--- config.mk ---
export PLATFORM = sky130hd
export DESIGN_NAME = usbh_tx_stream
export DESIGN_NICKNAME = d
export VERILOG_FILES = /design/src/rtl/usbh_tx_stream_pkg.sv /design/src/rtl/usbh_crc16.sv /design/src/rtl/usbh_tx_stream.sv
export SDC_FILE = /design/constraint.sdc
export NUM_CORES = 1
export LEC_CHECK = 0
export ABC_AREA = 1
export BUFFER_PORTS_ARGS = -buffer_cell sky130_fd_sc_hd__buf_2
export CORE_ASPECT_RATIO = 1.4
export CORE_MARGIN = 2
export CORE_UTILIZATION = 56
export DETAILED_ROUTE_END_ITERATION = 8
export GPL_TIMING_DRIVEN = 0
export PLACE_DENSITY_LB_ADDON = 0.12
export SLEW_MARGIN = 15
export SYNTH_ARGS = -nofsm -noshare
export SYNTH_HDL_FRONTEND = slang
export SYNTH_SLANG_ARGS = --single-unit
--- constraint.sdc ---
create_clock -name clk_i -period 2.7 [get_ports clk_i]
set_clock_uncertainty 0.2 [all_clocks]
set_input_delay 0.135 -clock clk_i [delete_from_list [all_inputs] [get_ports clk_i]]
set_output_delay 0.135 -clock clk_i [all_outputs]
set_load 0.01 [all_outputs]
--- src/rtl/usbh_tx_stream_pkg.sv ---
// Shared definitions for the USB host TX stream reader: state encodings and CRC16 constants.
package usbh_tx_stream_pkg;

    localparam logic [1:0] ST_IDLE   = 2'd0;
    localparam logic [1:0] ST_DATA   = 2'd1;
    localparam logic [1:0] ST_CRC_LO = 2'd2;
    localparam logic [1:0] ST_CRC_HI = 2'd3;

    // Reflected form of x^16+x^15+x^2+1, bits shifted out LSB-first.
    localparam logic [15:0] CRC16_POLY = 16'hA001;
    localparam logic [15:0] CRC16_INIT = 16'hFFFF;

endpackage

--- src/rtl/usbh_crc16.sv ---
// Combinational USB CRC16 update over one byte, LSB-first; shared with the RX checker.
module usbh_crc16
    import usbh_tx_stream_pkg::*;
(
    input  logic [15:0] crc_i,
    input  logic [7:0]  data_i,
    output logic [15:0] crc_o
);

    logic [15:0] c;

    always_comb begin
        c = crc_i;
        for (int unsigned i = 0; i < 8; i++) begin
            if (c[0] ^ data_i[i]) begin
                c = (c >> 1) ^ CRC16_POLY;
            end else begin
                c = c >> 1;
            end
        end
        crc_o = c;
    end

endmodule

--- src/rtl/usbh_tx_stream.sv ---
// Pops a len_i-byte payload from the show-ahead TX FIFO and streams it to the SIE.
// Define USBH_TX_STREAM_CRC_EN to append the inverted CRC16 (low byte first) to each packet.
module usbh_tx_stream
    import usbh_tx_stream_pkg::*;
#(
    parameter int unsigned LEN_W = 11
) (
    input  logic             clk_i,
    input  logic             n_rst_i,
    input  logic             start_i,
    input  logic [LEN_W-1:0] len_i,
    input  logic             abort_i,
    input  logic [7:0]       fifo_data_i,
    input  logic             fifo_empty_i,
    output logic             fifo_pop_o,
    output logic [7:0]       data_o,
    output logic             valid_o,
    output logic             last_o,
    input  logic             accept_i,
    output logic             busy_o,
    output logic             done_o,
    output logic             underrun_o
);

    logic [1:0]       state_q, state_d;
    logic [LEN_W-1:0] rem_q, rem_d;
    logic [7:0]       data_q, data_d;
    logic             valid_q, valid_d;
    logic             last_q, last_d;
    logic             loadable;

`ifdef USBH_TX_STREAM_CRC_EN
    logic [15:0] crc_q, crc_d, crc_next;

    usbh_crc16 u_crc16 (
        .crc_i  (crc_q),
        .data_i (fifo_data_i),
        .crc_o  (crc_next)
    );
`else
    // Zero-length packets send nothing, so their done pulse comes from this flag instead.
    logic zlen_q, zlen_d;
    logic zdone_q, zdone_d;
`endif

    assign loadable = !valid_q || accept_i;

    always_comb begin
        state_d    = state_q;
        rem_d      = rem_q;
        data_d     = data_q;
        valid_d    = valid_q;
        last_d     = last_q;
        fifo_pop_o = 1'b0;
        underrun_o = 1'b0;
`ifdef USBH_TX_STREAM_CRC_EN
        crc_d      = crc_q;
`else
        zlen_d     = zlen_q;
        zdone_d    = 1'b0;
`endif
        if (loadable) begin
            valid_d = 1'b0;
            last_d  = 1'b0;
        end

        if (abort_i) begin
            state_d = ST_IDLE;
            valid_d = 1'b0;
            last_d  = 1'b0;
        end else begin
            case (state_q)
                ST_IDLE: begin
                    if (start_i) begin
                        rem_d   = len_i;
                        state_d = ST_DATA;
`ifdef USBH_TX_STREAM_CRC_EN
                        crc_d   = CRC16_INIT;
`else
                        zlen_d  = (len_i == '0);
`endif
                    end
                end
                ST_DATA: begin
                    if (loadable) begin
                        if (rem_q != '0) begin
                            if (!fifo_empty_i) begin
                                fifo_pop_o = 1'b1;
                                data_d     = fifo_data_i;
                                valid_d    = 1'b1;
                                rem_d      = rem_q - 1'b1;
`ifdef USBH_TX_STREAM_CRC_EN
                                crc_d      = crc_next;
`else
                                last_d     = (rem_q == LEN_W'(1));
`endif
                            end else begin
                                underrun_o = 1'b1;
                                state_d    = ST_IDLE;
                            end
                        end else begin
`ifdef USBH_TX_STREAM_CRC_EN
                            state_d = ST_CRC_LO;
`else
                            state_d = ST_IDLE;
                            zdone_d = zlen_q;
`endif
                        end
                    end
                end
`ifdef USBH_TX_STREAM_CRC_EN
                ST_CRC_LO: begin
                    if (loadable) begin
                        data_d  = ~crc_q[7:0];
                        valid_d = 1'b1;
                        state_d = ST_CRC_HI;
                    end
                end
                ST_CRC_HI: begin
                    if (loadable) begin
                        data_d  = ~crc_q[15:8];
                        valid_d = 1'b1;
                        last_d  = 1'b1;
                        state_d = ST_IDLE;
                    end
                end
`endif
                default: state_d = ST_IDLE;
            endcase
        end
    end

    always_ff @(posedge clk_i or negedge n_rst_i) begin
        if (!n_rst_i) begin
            state_q <= ST_IDLE;
            rem_q   <= '0;
            data_q  <= '0;
            valid_q <= 1'b0;
            last_q  <= 1'b0;
`ifdef USBH_TX_STREAM_CRC_EN
            crc_q   <= CRC16_INIT;
`else
            zlen_q  <= 1'b0;
            zdone_q <= 1'b0;
`endif
        end else begin
            state_q <= state_d;
            rem_q   <= rem_d;
            data_q  <= data_d;
            valid_q <= valid_d;
            last_q  <= last_d;
`ifdef USBH_TX_STREAM_CRC_EN
            crc_q   <= crc_d;
`else
            zlen_q  <= zlen_d;
            zdone_q <= zdone_d;
`endif
        end
    end

    assign data_o  = data_q;
    assign valid_o = valid_q;
    assign last_o  = last_q;
    assign busy_o  = (state_q != ST_IDLE);
`ifdef USBH_TX_STREAM_CRC_EN
    assign done_o  = valid_q && last_q && accept_i && !abort_i;
`else
    assign done_o  = ((valid_q && last_q && accept_i) || zdone_q) && !abort_i;
`endif

endmodule

==> impl_metrics.env, run 1 <==
export IMPL_max_slew_worst_pin_slew_ps=548.0
export IMPL_ir_drop_mv=0.4459
export IMPL_synth_avg_cell_area_um2=7.312
export IMPL_finalSetupViolations=0
export IMPL_period_needed_ps=2488
export IMPL_wl_met3_um=121
export IMPL_vias_per_cell=5.023
export IMPL_hold_path_startpoint="len_i[7]"
export IMPL_critPathArrivalTime_ps=2560
export IMPL_worst_setup_path_start_kind="input pin"
export IMPL_nNetsFinal=300
export IMPL_antenna_found_initial=0
export IMPL_grt_pass1_wl_um=6292
export IMPL_cts_tree="built"
export IMPL_ff2ff_path_depth=8
export IMPL_tns_ps=0
export IMPL_async_reset_ff_share_pct=100.0
export IMPL_crit_required_ps=2780
export IMPL_globalplace_congestion=0.8595
export IMPL_syn_to_final_growth_pct=35.23
export IMPL_synth_top_cell_area_share_pct=40.07
export IMPL_rr_endpoint="valid_o"
export IMPL_r2r_start="rem_q[0]"
export IMPL_finalCritPeriodShare_pct=92.15
export IMPL_cp_end_kind="flip-flop"
export IMPL_antenna_left=0
export IMPL_powerDensity_mw_per_mm2=577.4
export IMPL_route_vias_total=1542
export IMPL_fillCellCount=207
export IMPL_status="finished, violations left"
export IMPL_rsz0062_at_grt="no"
export IMPL_grt_usage_pct=27.54
export IMPL_die_h_um=65.22
export IMPL_ios=39
export IMPL_synth_seq_area_share_pct=40.07
export IMPL_diodes=0
export IMPL_cts_sinks=24
export IMPL_numCtsBuffers=3
export IMPL_rows=22
export IMPL_synth_edf_count=0
export IMPL_post_cts_repair_setup_buffers=0
export IMPL_p_leak_nw=1.071
export IMPL_clock_path_buffers=2
export IMPL_cp_max_fo=2
export IMPL_ys_ff_latch=24
export IMPL_max_freq_mhz=401.9
export IMPL_worstHoldPathType="input pin to flip-flop"
export IMPL_overflow=0
export IMPL_wl_met2_um=1930
export IMPL_drc=0
export IMPL_clk_pin_slew_ps=140
export IMPL_syn_area_mm2=0.001499
export IMPL_wl_per_cell_um=12.14
export IMPL_drive_above_1_share_pct=24.72
export IMPL_worstSetupPathType="input pin to flip-flop"
export IMPL_synth_area_top_cells="dfrtp_1, nand2_1, nor2_1"
export IMPL_routed_wl_um=3726
export IMPL_syn_num_nets=233
export IMPL_io_buffers=38
export IMPL_whs_endpoint="rem_q[7]"
export IMPL_drt_iter0_drc=47
export IMPL_grt_max_degree=25
export IMPL_whs_path_depth=5
export IMPL_r2r_slack_ps=460
export IMPL_wl_met1_um=1564
export IMPL_slew_violations=0
export IMPL_slew_headroom_pct=63.47
export IMPL_initial_core_util_pct=57.93
export IMPL_dieWidth_um=47.73
export IMPL_ys_warnings_count=0
export IMPL_syn_instance_count=205
export IMPL_top_layer_used="met4"
export IMPL_dpl_cell_area_mm2=0.001734
export IMPL_fin_area_mm2=0.002027
export IMPL_dr_pass1_iters=4
export IMPL_synth_area_leader_cell="dfrtp_1"
export IMPL_clk_latency_ps=330
export IMPL_core_area_mm2=0.002587
export IMPL_whs_ps=-3.596
export IMPL_grt_pass1_vias=1509
export IMPL_ctsRootBufferMaster="clkbuf_4"
export IMPL_dpl_hpwl_um=2534
export IMPL_synth_cell_type_count=29
export IMPL_violations="negative hold slack"
export IMPL_drv_cap=0
export IMPL_h_tree_depth=1
export IMPL_ys_flop_type="dfrtp_1"
export IMPL_dieArea_mm2=0.003112
export IMPL_hold_viol_final=1
==> kinds of logic (layout without fill, tap and decap cells) <==
| family | after synthesis | in the layout | share of synthesized area [%] |
|---|---|---|---|
| buffers and inverters | 24 | 90 | 7.346 |
| AOI/OAI and AO/OA | 23 | 23 | 9.098 |
| adders and majority gates | 3 | 3 | 2.504 |
| DFF | 24 | 24 | 40.07 |
| and+or+nand+nor | 131 | 131 | 40.98 |
==> final cells by class <==
cell class	count	area, µm²	area share [%]
Multi-Input combinational cell	157	788.3	38.89
Clock inverter	1	30.03	1.481
Sequential cell	24	600.6	29.63
Clock buffer	3	22.52	1.111
Buffer	4	30.03	1.481
Timing Repair Buffer	62	430.4	21.23
Tap cell	36	45.04	2.222
Inverter	20	80.08	3.951
==> registers in the layout (all words and copies together), names as in the netlist <==
signal / flops
zdone_q: 1
state_q: 1
data_o: 8
last_o: 1
valid_o: 1
zlen_q: 1
rem_q: 11
==> stage by stage <==
stage	total power [W]	std cells	util, %	worst slack [ps]	hold slack (ps)
after floorplan	0.0007629	205	-	1016	-360.6
after global placement	0.0008749	279	67.02	827.0	-47.72
after detailed placement	0.0008843	279	67.02	798.5	-51.55
after CTS	0.001173	307	78.34	270.6	1.326
after global routing	0.001256	307	78.34	165.0	51.28
final	0.001170	307	78.34	211.8	-3.596
==> synthesized netlist by cell type, types with 2 or more instances <==
library cell	number
nor4_1	3
inv_4	2
a21oi_1	7
nand2_1	81
nor2_2	2
dfrtp_1	24
inv_1	16
buf_6	2
inv_2	2
o21ai_2	5
nor2_4	3
ha_1	3
nor3b_1	2
o21ai_0	9
nor2_1	17
nand2_2	4
clkbuf_1	2
nand3_1	9
nand4_1	2
==> layout by cell type (no fill, tap or decap), types with 3 or more instances in the layout <==
| cell type | synthesis | final |
|---|---|---|
| nor2_1 | 17 | 17 |
| o21ai_0 | 9 | 9 |
| dlygate4sd3_1 | 0 | 24 |
| buf_2 | 0 | 38 |
| nand2_1 | 81 | 81 |
| dfrtp_1 | 24 | 24 |
| clkbuf_4 | 0 | 3 |
| nor4_1 | 3 | 3 |
| a21oi_1 | 7 | 7 |
| nand3_1 | 9 | 9 |
| o21ai_2 | 5 | 5 |
| nor2_4 | 3 | 3 |
| nand2_2 | 4 | 4 |
| ha_1 | 3 | 3 |
| inv_1 | 16 | 16 |
==> worst max-delay path, stage by stage <==
cell           delay (ps)
dlygate4sd3_1         540
buf_2                 130
nor4_1                440
nand4_1               120
dlygate4sd3_1         590
nand2_1                60
dlygate4sd3_1         540
==> worst max path at each step <==
stage,startpoint,endpoint
after floorplan,rem_q[0],rem_q[4]
after global placement,rem_q[0],fifo_pop_o
after detailed placement,rem_q[0],fifo_pop_o
after CTS,len_i[6],zlen_q
after global routing,len_i[3],zlen_q
final,len_i[3],zlen_q
==> routing by layer <==
metal  global-route usage, %  up-vias
met4                   11.82        0
met5                       0        -
li1                        -      784
met1                   34.05      713
met3                   2.747       11
met2                   46.33       34
==> what timing repair did <==
action / CTS / global route
gates resized for setup: 0 / 0
endpoints found under the hold margin: 46 / 0
hold buffers: 24 / 0
==> report_power, final <==
| part | switching (W) | internal, W | total, W | leakage [nW] |
|---|---|---|---|---|
| Clock | 0.000115 | 0.000150 | 0.000266 | 0.0279 |
| Sequential | 0.0000637 | 0.000430 | 0.000493 | 0.305 |
| Combinational | 0.000242 | 0.000169 | 0.000411 | 0.738 |
Power figures use the tool's default switching activity.
==> run 2, diff against run 1 <==
- ABC_AREA: 1 -> default
- BUFFER_PORTS_ARGS: -buffer_cell sky130_fd_sc_hd__buf_2 -> -buffer_cell sky130_fd_sc_hd__buf_4
- CORE_UTILIZATION: 56 -> 54
==> run 2 against run 1 <==
  * The run now ends clean
  * Setup slack gained 21 ps
  * Sequential share of layout area grew 1.9 points
  * Cell area shrank 6.0%
  * Synthesized area shrank 13%
  * Via count shrank 12%
  * Clock power shrank 41%
  * Critical path type unchanged
  * Critical endpoint unchanged
==> impl_metrics.env, run 2 <==
export IMPL_syn_area_mm2=0.001305
export IMPL_grt_pass1_wl_um=5975
export IMPL_diodes=0
export IMPL_crit_required_ps=2750
export IMPL_r2r_slack_ps=290
export IMPL_layout_common_cells="buf_4, dlygate4sd3_1, dfrtp_1"
export IMPL_ctsRootBufferMaster="clkbuf_4"
export IMPL_core_area_mm2=0.002338
export IMPL_max_freq_mhz=405.3
export IMPL_rr_endpoint="valid_o"
export IMPL_vias_per_cell=6.004
export IMPL_clock_path_buffers=2
export IMPL_multi_input_area_um2=663.1
export IMPL_dpl_cell_area_mm2=0.001612
export IMPL_rows=21
export IMPL_cpMostUsedCell="dlygate4sd3_1"
export IMPL_async_reset_ff_share_pct=100.0
export IMPL_swShare_pct=33.26
export IMPL_whs_ps=38.70
export IMPL_synth_avg_cell_area_um2=9.596
export IMPL_ys_warnings_count=0
export IMPL_grt_usage_pct=28.14
export IMPL_io_buffers=37
export IMPL_ff2ff_path_depth=6
export IMPL_yosysMostFrequentCell="dfrtp_1"
export IMPL_regMostFlops="rem_q"
export IMPL_overflow=0
export IMPL_cts_tree="built"
export IMPL_cp_end_kind="flip-flop"
export IMPL_clk_pin_slew_ps=120
export IMPL_synth_area_top_cells="dfrtp_1, mux2_2, a21oi_1"
export IMPL_drv_cap=0
export IMPL_ys_flop_type="dfrtp_1"
export IMPL_r2r_start="rem_q[4]"
export IMPL_antenna_found_initial=0
export IMPL_synth_area_leader_cell="dfrtp_1"
export IMPL_syn_instance_count=136
export IMPL_cp_startpoint="len_i[9]"
export IMPL_worstHoldPathType="input pin to asynchronous set/reset pin"
export IMPL_dieArea_mm2=0.002831
export IMPL_antenna_left=0
export IMPL_cp_depth=7
export IMPL_dpl_hpwl_um=2398
export IMPL_initial_core_util_pct=55.81
export IMPL_p_seq_share_pct=51.3
export IMPL_cpPeakStageDelay_ps=610
export IMPL_status="finished clean"
export IMPL_final_common_cell="buf_4"
export IMPL_die_h_um=62.17
export IMPL_period_needed_ps=2467
export IMPL_synth_seq_area_share_pct=46.02
export IMPL_power_frac_comb_pct=33.0
export IMPL_synth_cell_type_count=36
export IMPL_globalplace_congestion=0.8859
export IMPL_clk_latency_ps=320
export IMPL_rsz0062_at_grt="no"
export IMPL_post_cts_repair_setup_buffers=0
export IMPL_critPathArrivalTime_ps=2520
export IMPL_worstSetupPathType="input pin to flip-flop"
export IMPL_drc=0
export IMPL_routed_wl_um=3518
export IMPL_tns_ps=0
export IMPL_synth_edf_count=0
export IMPL_grt_max_degree=25
export IMPL_worst_slack_ps=232.7
export IMPL_fin_area_mm2=0.001904
export IMPL_fillCellCount=160
export IMPL_h_tree_depth=1
export IMPL_largest_register_ffs=11
export IMPL_numCtsBuffers=3
export IMPL_finalCritPeriodShare_pct=91.38
export IMPL_ios=39
export IMPL_dr_pass1_iters=5
export IMPL_cp_max_fo=2
export IMPL_drt_iter0_drc=15
export IMPL_crit_chain="dlygate4sd3_1, buf_4, nor4_1, dlygate4sd3_1, nand3_1, dlygate4sd3_1, o21ai_0"
export IMPL_power_internal_w=0.0006652
export IMPL_ir_drop_mv=0.4188
export IMPL_route_vias_total=1357
export IMPL_syn_to_final_growth_pct=45.93
export IMPL_cp_top_family="buffers and inverters"
export IMPL_crit_buf_inv=4
export IMPL_p_clk_share_pct=15.7
export IMPL_crit_end="zlen_q"
export IMPL_dpl_worst_slack_ps=435.8
export IMPL_p_leak_nw=0.8465
export IMPL_powerDensity_mw_per_mm2=523.4
export IMPL_dieWidth_um=45.55
export IMPL_wl_per_cell_um=15.57
export IMPL_hold_viol_final=0
export IMPL_seqCellArea_um2=600.6
export IMPL_cp_slowest_cell="dlygate4sd3_1"
export IMPL_synth_top_cell_area_share_pct=46.02
export IMPL_cts_sinks=24
export IMPL_ys_top_cells_by_count="dfrtp_1, a21oi_1, nor2_1"
export IMPL_nNetsFinal=233
export IMPL_ys_ff_latch=24
export IMPL_grt_pass1_vias=1403
export IMPL_slew_violations=0
export IMPL_syn_num_nets=164
export IMPL_power_switching_w=0.0003315
export IMPL_max_slew_worst_pin_slew_ps=664.6
export IMPL_finalSetupViolations=0
export IMPL_slew_headroom_pct=55.61
export IMPL_worst_setup_path_start_kind="input pin"
export IMPL_drive_above_1_share_pct=26.60
run 2: changes by cell type after synthesis, moves of 5 or more:
cell	before	now
a21oi_1	7	12
inv_1	16	5
mux2_2	0	8
nand2_1	81	10
nor2_1	17	12
o21ai_2	5	0
run 2: logic make-up after synthesis:
family	count (synthesis)	synth area share (%)
buf+inv	10	3.164
flops	24	46.02
fa+ha+maj	3	2.877
simple gates	56	23.78
mux	9	7.670
compound gates	34	16.49
run 2: layer usage:
| metal | part of all wire [%] | GRT usage (%) |
|---|---|---|
| met5 | 0 | 0 |
| met4 | 1.8 | 10.66 |
| met3 | 3.7 | 4.651 |
| met2 | 56 | 50.53 |
| met1 | 38 | 30.78 |
run 2: power by group through the flow:
stage               registers (W)  clock network, W  logic [W]
global route             0.000523          0.000176   0.000363
CTS                      0.000508          0.000164   0.000328
detailed placement       0.000516                 0   0.000296
global placement         0.000509                 0   0.000284
finish                   0.000511          0.000157   0.000329
floorplan                0.000515                 0   0.000153
run 2: per-stage QoR:
stage | cells | utilization [%] | total power [W]
detailed placement | 196 | 68.91 | 0.0008127
floorplan | 136 | - | 0.0006683
global route | 226 | 81.43 | 0.001063
global placement | 196 | 68.91 | 0.0007929
CTS | 226 | 81.43 | 0.001000
finish | 226 | 81.43 | 0.0009967
run 2: repair_timing:
action | 4_1_cts | 5_1_grt
setup endpoints to repair | 0 | 0
resized for setup | 0 | 0
hold endpoints to repair | 46 | 0
hold buffers | 27 | 0
run 2: final cells by class:
| class | instances | share of cell area, % |
|---|---|---|
| plain buffers | 5 | 1.183 |
| inverters | 5 | 0.9855 |
| well taps | 23 | 1.511 |
| repair buffers | 64 | 28.78 |
| clock buffers | 3 | 1.183 |
| multi-input cells | 102 | 34.82 |
| flip-flops and latches | 24 | 31.54 |
run 2: worst min path at each step:
stage          startpoint  slack, ps         to
6_report          n_rst_i         40   rem_q[4]
5_1_grt           n_rst_i         60   rem_q[5]
4_1_cts           n_rst_i         40   rem_q[5]
3_5_place_dp      n_rst_i       -150   rem_q[5]
3_3_place_gp      n_rst_i       -150     zlen_q
2_1_floorplan     n_rst_i       -360  data_o[0]
